==> src/rtl/fifo_reader_pkg.sv <==
// Shared types and constants for the FIFO read-side burst controller.
package fifo_reader_pkg;

  typedef enum logic [1:0] {
    IDLE,
    FETCH,
    DRAIN
  } state_e;

  localparam int unsigned SKID_DEPTH = 3;

endpackage

==> src/rtl/fifo_reader_skid.sv <==
// Three-entry register skid buffer that absorbs FIFO words while the consumer stalls.
module fifo_reader_skid
  import fifo_reader_pkg::*;
#(
  parameter int unsigned DATA_W = 32
) (
  input  logic              clk,
  input  logic              rst_n,
  input  logic              push,
  input  logic [DATA_W-1:0] push_data,
  input  logic              pop,
  output logic [1:0]        occ,
  output logic [DATA_W-1:0] head_data
);

  logic [DATA_W-1:0] mem_q [SKID_DEPTH];
  logic [DATA_W-1:0] mem_d [SKID_DEPTH];
  logic [1:0]        wr_ptr_q, wr_ptr_d;
  logic [1:0]        rd_ptr_q, rd_ptr_d;
  logic [1:0]        occ_q, occ_d;

  function automatic logic [1:0] ptr_inc(input logic [1:0] p);
    return (p == 2'(SKID_DEPTH - 1)) ? 2'd0 : p + 2'd1;
  endfunction

  always_comb begin
    mem_d    = mem_q;
    wr_ptr_d = wr_ptr_q;
    rd_ptr_d = rd_ptr_q;
    occ_d    = occ_q;
    if (push) begin
      mem_d[wr_ptr_q] = push_data;
      wr_ptr_d        = ptr_inc(wr_ptr_q);
    end
    if (pop) begin
      rd_ptr_d = ptr_inc(rd_ptr_q);
    end
    case ({push, pop})
      2'b10:   occ_d = occ_q + 2'd1;
      2'b01:   occ_d = occ_q - 2'd1;
      default: occ_d = occ_q;
    endcase
  end

  always_ff @(posedge clk or negedge rst_n) begin
    if (!rst_n) begin
      mem_q    <= '{default: '0};
      wr_ptr_q <= '0;
      rd_ptr_q <= '0;
      occ_q    <= '0;
    end else begin
      mem_q    <= mem_d;
      wr_ptr_q <= wr_ptr_d;
      rd_ptr_q <= rd_ptr_d;
      occ_q    <= occ_d;
    end
  end

  assign occ       = occ_q;
  assign head_data = mem_q[rd_ptr_q];

endmodule

==> src/rtl/fifo_reader.sv <==
// Drains a fixed-length burst from a synchronous FIFO onto a valid/ready stream;
// the read strobe never depends on out_ready, the skid buffer covers the read latency.
module fifo_reader
  import fifo_reader_pkg::*;
#(
  parameter int unsigned DATA_W    = 32,
  parameter int unsigned BURST_MAX = 16,
  parameter int unsigned LEN_W     = $clog2(BURST_MAX + 1)
) (
  input  logic              Clk,
  input  logic              Rst_n,
  input  logic              EN,
  input  logic              start,
  input  logic [LEN_W-1:0]  burst_len,
  output logic              busy,
  output logic              done,
  output logic              fifo_rd,
  input  logic              fifo_empty,
  input  logic [DATA_W-1:0] fifo_data,
  output logic [DATA_W-1:0] out_data,
  output logic              out_valid,
  input  logic              out_ready,
  output logic              out_last
);

  state_e             state_q, state_d;
  logic [LEN_W-1:0]   req_left_q, req_left_d;
  logic [LEN_W-1:0]   rx_left_q, rx_left_d;
  logic               inflight_q, inflight_d;
  logic               done_q, done_d;

  logic [1:0]         occ;
  logic [2:0]         occ_sum;
  logic [LEN_W-1:0]   len_clamped;
  logic               hs;
  logic               last_hs;

  fifo_reader_skid #(
    .DATA_W(DATA_W)
  ) u_skid (
    .clk      (Clk),
    .rst_n    (Rst_n),
    .push     (inflight_q),
    .push_data(fifo_data),
    .pop      (hs),
    .occ      (occ),
    .head_data(out_data)
  );

  assign occ_sum     = {1'b0, occ} + {2'b00, inflight_q};
  assign len_clamped = (burst_len > LEN_W'(BURST_MAX)) ? LEN_W'(BURST_MAX) : burst_len;

  assign fifo_rd = EN && (state_q == FETCH) && !fifo_empty && (req_left_q != '0)
                   && (occ_sum < 3'(SKID_DEPTH));

  assign out_valid = (occ != 2'd0);
  assign hs        = out_valid && out_ready;
  assign last_hs   = hs && (rx_left_q == LEN_W'(1));
  assign out_last  = out_valid && (rx_left_q == LEN_W'(1));
  assign busy      = (state_q != IDLE);
  assign done      = done_q;

  always_comb begin
    state_d    = state_q;
    req_left_d = req_left_q;
    rx_left_d  = rx_left_q;
    inflight_d = fifo_rd;
    done_d     = 1'b0;
    if (fifo_rd) req_left_d = req_left_q - LEN_W'(1);
    if (hs)      rx_left_d  = rx_left_q - LEN_W'(1);
    case (state_q)
      IDLE: begin
        if (EN && start && (burst_len != '0)) begin
          state_d    = FETCH;
          req_left_d = len_clamped;
          rx_left_d  = len_clamped;
        end
      end
      FETCH: begin
        if (EN && (req_left_q == '0)) state_d = DRAIN;
      end
      DRAIN:   state_d = state_q;
      default: state_d = IDLE;
    endcase
    // The stream side runs even with EN low, so the final handshake may land in
    // FETCH if EN dropped after the last read; exit from either busy state.
    if ((state_q != IDLE) && last_hs) begin
      state_d = IDLE;
      done_d  = 1'b1;
    end
  end

  always_ff @(posedge Clk or negedge Rst_n) begin
    if (!Rst_n) begin
      state_q    <= IDLE;
      req_left_q <= '0;
      rx_left_q  <= '0;
      inflight_q <= 1'b0;
      done_q     <= 1'b0;
    end else begin
      state_q    <= state_d;
      req_left_q <= req_left_d;
      rx_left_q  <= rx_left_d;
      inflight_q <= inflight_d;
      done_q     <= done_d;
    end
  end

  a_no_overflow: assert property (@(posedge Clk) disable iff (!Rst_n)
    occ_sum <= 3'(SKID_DEPTH));

endmodule

==> config.mk <==
export PLATFORM = sky130hd
export DESIGN_NAME = fifo_reader
export DESIGN_NICKNAME = d
export VERILOG_FILES = /design/src/rtl/fifo_reader_pkg.sv /design/src/rtl/fifo_reader_skid.sv /design/src/rtl/fifo_reader.sv
export SDC_FILE = /design/constraint.sdc
export NUM_CORES = 1
export LEC_CHECK = 0
export ABC_AREA = 1
export BUFFER_PORTS_ARGS = -buffer_cell sky130_fd_sc_hd__clkbuf_2
export CORE_AREA = 2 2 98 100
export DETAILED_ROUTE_END_ITERATION = 10
export DIE_AREA = 0 0 100 102
export PLACE_DENSITY_LB_ADDON = 0.12
export REMOVE_ABC_BUFFERS = 1
export SETUP_SLACK_MARGIN = 0.1
export SYNTH_ARGS = -nofsm -noshare
export SYNTH_HDL_FRONTEND = slang
export SYNTH_HIERARCHICAL = 1
export SYNTH_SLANG_ARGS = --single-unit
==> constraint.sdc <==
create_clock -name Clk -period 3.25 [get_ports Clk]
set_clock_uncertainty 0.05 [all_clocks]
set_input_delay 0.1625 -clock Clk [delete_from_list [all_inputs] [get_ports Clk]]
set_output_delay 0.1625 -clock Clk [all_outputs]
set_load 0.005 [all_outputs]
Word level (Yosys, flattened, before mapping)
Cells that the tools add are included.
Widths: inputs -> output; s select.
{"block": "totals", "reg_bits": 116, "in_bits": 43, "out_inout_bits": 37, "wordCells": 77}
{"block": "classes", "addsub": 7, "magnitude_cmp": 5, "n_eq_ne": 10, "mux": 21, "n_bitwise": 2, "n_reduce_logical": 21}
{"op": "$bwmux 96", "count": 1}
{"op": "$mux 32", "count": 3}
{"op": "$bmux 32 s2", "count": 1}
{"op": "$demux 32 s2", "count": 1}
{"op": "$mux 5", "count": 7}
{"op": "$logic_and 1x1->1", "count": 12}
{"op": "$mux 2", "count": 5}
{"op": "$reduce_bool 5->1", "count": 2}
{"op": "$sub 5x1->5 const B", "count": 2}
{"op": "$eq 2x2->1 const B", "count": 4}
{"op": "$add 2x1->2 const B", "count": 3}
{"op": "$ge 3x3->1 const B", "count": 2}
{"op": "$not 2->3", "count": 2}
{"op": "$pmux 2 s3", "count": 1}
{"op": "$reduce_bool 2->1", "count": 3}
{"op": "$eq 5x1->1 const B", "count": 1}
{"op": "$gt 5x5->1 const B", "count": 1}
{"op": "$logic_not 5->1", "count": 1}
{"op": "$eq 2x1->1 const B", "count": 2}
{"op": "$pmux 2 s2", "count": 1}
{"op": "$add 2x1->3", "count": 1}
{"op": "$lt 3x1->1 const B", "count": 1}
{"op": "$lt 3x2->1 const B", "count": 1}
{"op": "$ne 3x1->1 const B", "count": 1}
{"op": "other kinds (7)", "count": 7}

Logic depth before layout (Yosys ltp)
Gate-level depths: netlist of run 1.
{"block": "depth", "depth_word": 8, "depth_mapped": 10, "ltp_nobuf": 10}

By module
Netlist of run 1, hierarchy kept.
{"module": "fifo_reader_skid", "n_inst": 1, "cells_per_inst": 512, "area_each_um2": 4374.2, "seq_area_each_um2": 2552.4}
{"module": "fifo_reader", "n_inst": 1, "cells_per_inst": 142, "area_each_um2": 1006.0, "seq_area_each_um2": 350.3}

Least setup slack after synthesis of run 1
No wires, ideal clock.
{"block": "synth_path", "path_kind": "reg2reg", "from": "register inflight_q", "to": "register req_left_q[3]", "setup_time_ns": 0.116, "arrival_time_ns": 1.391, "t_required_ns": 3.084, "setup_slack_ns": 1.693, "path_stages_with_launch": 11, "path_buffers": 0, "synth_period_minus_slack_ns": 1.557, "cell_sequence": "dfrtp_1 > ha_1 > ha_1 > nand2_1 > inv_1 > nor2_4 > nand3_4 > nand2_1 > nand2_1 > nand2_1 > nand2_1"}
{"block": "synth_via", "elab_chain_cells": 6}
{"element": "start, declared", "line": "fifo_reader.sv:29", "rtl": "logic inflight_q, inflight_d;"}
{"element": "start signal, assigned", "line": "fifo_reader.sv:104", "rtl": "inflight_q <= inflight_d;"}
{"element": "$add 2x1->3 *", "line": "fifo_reader.sv:50", "rtl": "assign occ_sum = {1'b0, occ} + {2'b00, inflight_q};"}
{"element": "$lt 3x2->1 *", "line": "fifo_reader.sv:54", "rtl": "&& (occ_sum < 3'(SKID_DEPTH));"}
{"element": "$logic_and 1x1->1 *", "line": "fifo_reader.sv:54"}
{"element": "$mux 5 *", "line": "fifo_reader.sv:69", "rtl": "if (fifo_rd) req_left_d = req_left_q - LEN_W'(1);"}
{"element": "$mux 5", "line": "fifo_reader.sv:73", "rtl": "if (EN && start && (burst_len != '0)) begin"}
{"element": "$mux 5 *", "line": "fifo_reader.sv:71", "rtl": "case (state_q)"}
{"element": "named net req_left_d[3]", "line": "fifo_reader.sv:27", "rtl": "logic [LEN_W-1:0] req_left_q, req_left_d;"}
{"element": "end signal, assigned", "line": "fifo_reader.sv:102", "rtl": "req_left_q <= req_left_d;"}
{"element": "end, declared", "line": "fifo_reader.sv:27"}
The timed path passes the listed nets; every way through them passes the cells marked *.
A chain may end at the register's enable or synchronous reset.

Final worst setup path of run 1
{"block": "layout_path", "from": "register inflight_q", "to": "output port fifo_rd"}
{"block": "layout_via", "elab_chain_cells": 3}
{"element": "$add 2x1->3", "line": "fifo_reader.sv:50"}
{"element": "$lt 3x2->1", "line": "fifo_reader.sv:54"}
{"element": "$logic_and 1x1->1", "line": "fifo_reader.sv:54"}
{"element": "end, declared", "line": "fifo_reader.sv:17", "rtl": "output logic fifo_rd,"}
No other way between the ends.

==> results of run 1 <==
cell type report:
cell class	instances	area, um2	share of cell area
sequential	116	2900	0.432
clock inverter	9	105	0.0157
multi-input combinational	441	2020	0.301
timing repair buffer	124	843	0.126
tap	111	139	0.0207
clock buffer	22	453	0.0674
inverter	66	248	0.0369
metal layers:
| metal | part of all wire | up-vias | track usage | routed length, um |
|---|---|---|---|---|
| li1 | - | 2288 | - | - |
| met1 | 0.43 | 2199 | 0.319 | 5300 |
| met2 | 0.52 | 120 | 0.454 | 6320 |
| met3 | 0.045 | 4 | 0.0691 | 552 |
| met4 | 0.0046 | 0 | 0.0622 | 56 |
| met5 | 0 | - | 0 | 0 |
kinds of logic (layout without fill, tap and decap cells):
group / after synthesis / in the layout / synth area share
and+or+nand+nor: 325 / 325 / 0.253
DFF: 116 / 116 / 0.540
AOI/OAI and AO/OA: 107 / 107 / 0.101
buffers and inverters: 97 / 221 / 0.0865
adders and majority gates: 6 / 6 / 0.0140
xor gates and xnor gates: 3 / 3 / 0.00628
power groups by stage:
stage / clock [mW] / combinational, mW / sequential [mW]
2_1_floorplan: 0 / 1.67 / 2.49
3_3_place_gp: 0 / 2.46 / 2.56
3_5_place_dp: 0 / 2.55 / 2.59
4_1_cts: 1.76 / 2.61 / 2.58
5_1_grt: 1.83 / 2.96 / 2.67
6_report: 1.72 / 2.59 / 2.59
flip-flops by register name, summed over array words and instances, names as in the netlist:
register         count
done                 1
inflight_q           1
req_left_q           5
rx_left_q            5
state_q              2
u_skid/mem_q        96
u_skid/occ           2
u_skid/rd_ptr_q      2
u_skid/wr_ptr_q      2
worst max path at each step:
stage / from / end / slack, ns / depth (start not counted)
2_1_floorplan: inflight_q / u_skid/mem_q[61] / 1.08 / 2
3_3_place_gp: u_skid/wr_ptr_q[1] / u_skid/mem_q[67] / 1.37 / 5
3_5_place_dp: inflight_q / u_skid/mem_q[67] / 1.30 / 4
4_1_cts: inflight_q / fifo_rd / 0.95 / 8
5_1_grt: inflight_q / fifo_rd / 0.86 / 8
6_report: inflight_q / fifo_rd / 0.98 / 8
worst min-delay path, cell delays in order:
cell	delay [ns]
clkbuf_2	0.08
inv_1	0.05
nand4_1	0.15
nand2_1	0.08
inv_1	0.04
synthesized netlist by cell type (5+ instances only):
cell / n / area (um2)
nand2_1: 243 / 912
dfrtp_1: 116 / 2900
o21ai_1: 86 / 430
inv_1: 63 / 236
nand3_1: 50 / 250
o21ai_0: 18 / 90.1
nor2_1: 13 / 48.8
buf_2: 12 / 60.1
buf_6: 9 / 101
nor2_2: 8 / 50.1
ha_1: 6 / 75.1
buf_4: 5 / 37.5
clkbuf_1: 5 / 18.8
==> flow_metrics.py, run 1 <==
metrics = {
    "floorplan": {
        "die_w_um": 100,
        "start_util": 0.591,
        "io_pins": 80,
        "core-area_um2": 9110,
        "dieArea_um2": 10200,
        "rows": 35,
        "die_h_um": 102,
    },
    "clock_tree": {
        "clockBufferDepth": 2,
        "cts_root_buffer": "clkbuf_8",
        "postCtsHoldBufs": 38,
        "cts_htree_levels": 4,
        "clk_latency_ns": 0.50,
        "cts_buffers": 17,
        "clkSinkCount": 116,
        "clkTransAtPathRegs_ns": 0.05,
        "cts_resized": 0,
        "cts_setup_buffers": 0,
        "cts_tree": "yes",
    },
    "route": {
        "wirelength_um": 12200,
        "dr.first_iter.drc_count": 275,
        "drc": 0,
        "dr_total_vias": 4611,
        "avgRoutedWirePerCell_um": 13.8,
        "via_per_inst": 5.19,
        "firstDrtPassIters": 5,
        "final_antenna_net_count": 0,
    },
    "timing": {
        "grt_setup_unrepaired": "false",
        "period_minus_slack_ns": 2.27,
        "setup-tns-final_ns": 0,
        "fin_ws_ns": 0.981,
        "hold_slack_ns": 0.0486,
        "worst_slew_pin_slew_ns": 0.832,
        "finalSetupViolCount": 0,
        "max_slew_margin": 0.445,
        "hold_viol": 0,
        "drv_slew": 0,
        "min_period_over_period": 0.698,
        "fmax_mhz": 441,
    },
    "worst_setup_path": {
        "critPathCaptureType": "output pin",
        "r2r-start": "inflight_q",
        "path_cells": "ha_1 > ha_1 > nand2_1 > inv_1 > nor2_4 > nand3_4 > inv_1 > clkbuf_2",
        "r2r_cells": 4,
        "r2r-end": "u_skid/mem_q[75]",
        "worstPathRequired_ns": 3.04,
        "critPathBufInv": 3,
        "cp_max_fo": 7,
        "slowest_stage": "dfrtp_1",
        "r2r_slack_ns": 1.21,
        "criticalPathCategory": "reg2out",
        "critical_path.max_stage_delay_ns": 0.47,
        "start_kind": "register",
        "arrival_ns": 2.06,
        "cp_top_family": "adder cells",
    },
    "global_routing": {
        "track_usage": 0.257,
        "first_global_vias": 4478,
        "grt_antenna_before_repair": 0,
        "grt_max_degree": 66,
        "grt_pass1_wl_um": 20500,
        "gr-total-overflow": 0,
    },
    "power": {
        "power.total_mw": 6.91,
        "power.leakage_nw": 3.58,
        "comb_power_share": 0.375,
        "clkPwrFrac": 0.249,
        "max-vdd-ir-drop_v": 0.000496,
        "powerDensity_nw_per_um2": 1030,
        "swShare": 0.370,
        "power.internal_mw": 4.36,
        "power.net_switching_mw": 2.55,
        "pwr-share-seq": 0.375,
    },
    "finish": {
        "nets": 815,
        "utilization": 0.737,
        "area.growth.synth_to_final_pct": 24.8,
        "final_area_um2": 6720,
        "nFillCells": 681,
        "diodes": 0,
        "final_common_cell": "nand2_1",
        "layout.cells.non_filler": 889,
        "mostFrequentLayoutCells": "nand2_1, dfrtp_1, o21ai_1",
        "drive_gt1_frac": 0.177,
    },
    "status": {
        "status": "completed",
    },
    "place": {
        "dpl.cell_count": 820,
        "port-buffer-count": 79,
        "place_area_um2": 5780,
        "place_hpwl_um": 7330,
        "dp_slack_ns": 1.30,
        "gp_congestion": 0.842,
    },
    "synthesis": {
        "ys_seq_area_frac": 0.540,
        "synth-seq-cells": 116,
        "ys_async_sr_fraction": 1.00,
        "postSynthAreaPerCell_um2": 8.23,
        "synth_flop_cell": "dfrtp_1",
        "syn_area_um2": 5380,
        "ys_warn_count": 6,
        "synth-edff-count": 0,
        "synth.distinct_cells": 27,
        "netlist_instances": 654,
    },
    "hold_path": {
        "hold_path_class": "in2reg",
        "min-delay-start": "burst_len[4]",
        "whs_path_depth": 5,
        "whs_endpoint": "rx_left_q[4]",
    },
    "flow_run": {
        "maxCapViolCount": 0,
    },
}
Note: power is estimated with default switching activity, not from simulation.
==> run 2: changes to the inputs <==
Settings changed: CORE_AREA 2 2 98 100 to 2 2 101 103, DIE_AREA 0 0 100 102 to 0 0 103 105.
Clock period 3.25 ns to 2.2 ns, I/O delays scaled along.
==> flow_metrics.py, run 2 (same netlist as run 1, synthesis figures left out) <==
metrics = {
    "timing": {
        "worst_slew_pin_slew_ns": 0.471,
        "drv_slew": 0,
        "hold_slack_ns": 0.0323,
        "min_period_over_period": 0.906,
        "grt_setup_unrepaired": "false",
        "hold_viol": 0,
        "finalSetupViolCount": 0,
        "period_minus_slack_ns": 1.99,
        "fmax_mhz": 502,
        "max_slew_margin": 0.686,
        "setup-tns-final_ns": 0,
    },
    "clock_tree": {
        "clkSinkCount": 116,
        "clk_latency_ns": 0.53,
        "cts_tree": "yes",
        "clkTransAtPathRegs_ns": 0.05,
        "clockBufferDepth": 2,
        "cts_root_buffer": "clkbuf_8",
        "cts_htree_levels": 4,
        "cts_buffers": 17,
    },
    "power": {
        "max-vdd-ir-drop_v": 0.000808,
        "power.leakage_nw": 3.64,
        "powerDensity_nw_per_um2": 1480,
        "power.total_mw": 10.1,
    },
    "finish": {
        "mostFrequentLayoutCells": "nand2_1, dfrtp_1, o21ai_1",
        "largest_register_ffs": 96,
        "drive_gt1_frac": 0.190,
        "diodes": 0,
        "nets": 828,
        "regMostFlops": "u_skid/mem_q",
        "final_common_cell": "nand2_1",
        "area.growth.synth_to_final_pct": 27.6,
        "reg.largest.list": "u_skid/mem_q x96, req_left_q x5, rx_left_q x5",
        "utilization": 0.712,
    },
    "worst_setup_path": {
        "start_kind": "register",
        "cp_max_fo": 2,
        "worstPathRequired_ns": 2.04,
        "arrival_ns": 1.83,
        "criticalPathCategory": "reg2out",
        "critPathCaptureType": "output pin",
    },
    "global_routing": {
        "grt_antenna_before_repair": 0,
        "track_usage": 0.246,
        "grt_max_degree": 66,
        "first_global_vias": 4568,
        "grt_pass1_wl_um": 20700,
        "gr-total-overflow": 0,
    },
    "route": {
        "drc": 0,
        "dr_total_vias": 4694,
        "dr.first_iter.drc_count": 282,
        "avgRoutedWirePerCell_um": 13.2,
        "wl_met2_um": 6010,
        "route.met3.wl_um": 633,
        "firstDrtPassIters": 5,
        "top_layer": "met4",
        "wirelength_um": 12200,
        "final_antenna_net_count": 0,
        "via_per_inst": 5.09,
        "met1_length_um": 5310,
    },
    "floorplan": {
        "rows": 36,
        "io_pins": 80,
        "start_util": 0.558,
        "core-area_um2": 9640,
        "dieArea_um2": 10800,
        "die_w_um": 103,
        "die_h_um": 105,
    },
    "hold_path": {
        "hold_path_class": "in2async",
    },
    "place": {
        "gp_congestion": 0.795,
        "port-buffer-count": 79,
        "place_hpwl_um": 7280,
    },
    "flow_run": {
        "maxCapViolCount": 0,
    },
    "status": {
        "status": "completed",
    },
}
==> run 2: cell types whose count changed in the layout (fill, tap and decap cells not counted), moves of 3 or more <==
cell / change
inv_1: -3
dlygate4sd3_1: +5
buf_4: +5
inv_2: +3
buf_12: +3
clkinvlp_4: -4
==> run 2: path summary, 6_finish.rpt <==
kind,from,end,slack (ns),cells past startpoint
setup / recovery,inflight_q,fifo_rd,0.21,8
hold / removal,Rst_n,u_skid/mem_q[32],0.03,2
setup reg to reg,state_q[0],req_left_q[4],0.48,5
hold reg to reg,u_skid/mem_q[63],u_skid/mem_q[63],0.44,2
max in group asynchronous,Rst_n,u_skid/mem_q[42],1.48,3
min in group Clk,out_ready,u_skid/occ[0],0.03,5
==> run 2: report_power, final <==
part,switching [mW],internal [mW]
combinational,2.28,1.67
sequential,0.600,3.20
clock,0.873,1.53
==> run 2: stage by stage <==
step	cell area, um2	instances	worst slack (ns)
after CTS	6840	922	0.130
after global placement	5870	846	0.536
after floorplan	5160	623	0.0319
final	6870	923	0.207
after detailed placement	5870	846	0.482
after global routing	6870	923	0.114
==> run 2: cell type report <==
cell class	instances	area (um2)
Timing Repair Buffer	137	991
Sequential cell	116	2900
Multi-Input combinational cell	441	2040
Clock inverter	6	55.1
Inverter	66	248
Tap cell	133	166
Clock buffer	24	460
Fill cell	769	2770
==> run 2: layer usage <==
metal / global-route usage / up-vias
li1: - / 2317
met3: 0.0609 / 17
met2: 0.397 / 139
met1: 0.318 / 2221
met4: 0.0977 / 0
met5: 0 / -
==> run 2: timing repair <==
| item | in CTS | in global routing |
|---|---|---|
| endpoints found under the setup margin | 1 | 1 |
| hold endpoints to repair | 225 | 0 |
| hold buffers | 43 | 0 |
| pin swaps | 1 | 4 |
| gates resized for setup | 2 | 5 |
| setup buffers | 3 | 1 |
==> run 2: critical path: stages, from the launching register on <==
cell      delay [ns]
dfrtp_2         0.40
ha_2            0.20
ha_4            0.23
nand2_2         0.06
inv_2           0.04
nor2_4          0.12
nand3_4         0.08
inv_2           0.07
clkbuf_2        0.11
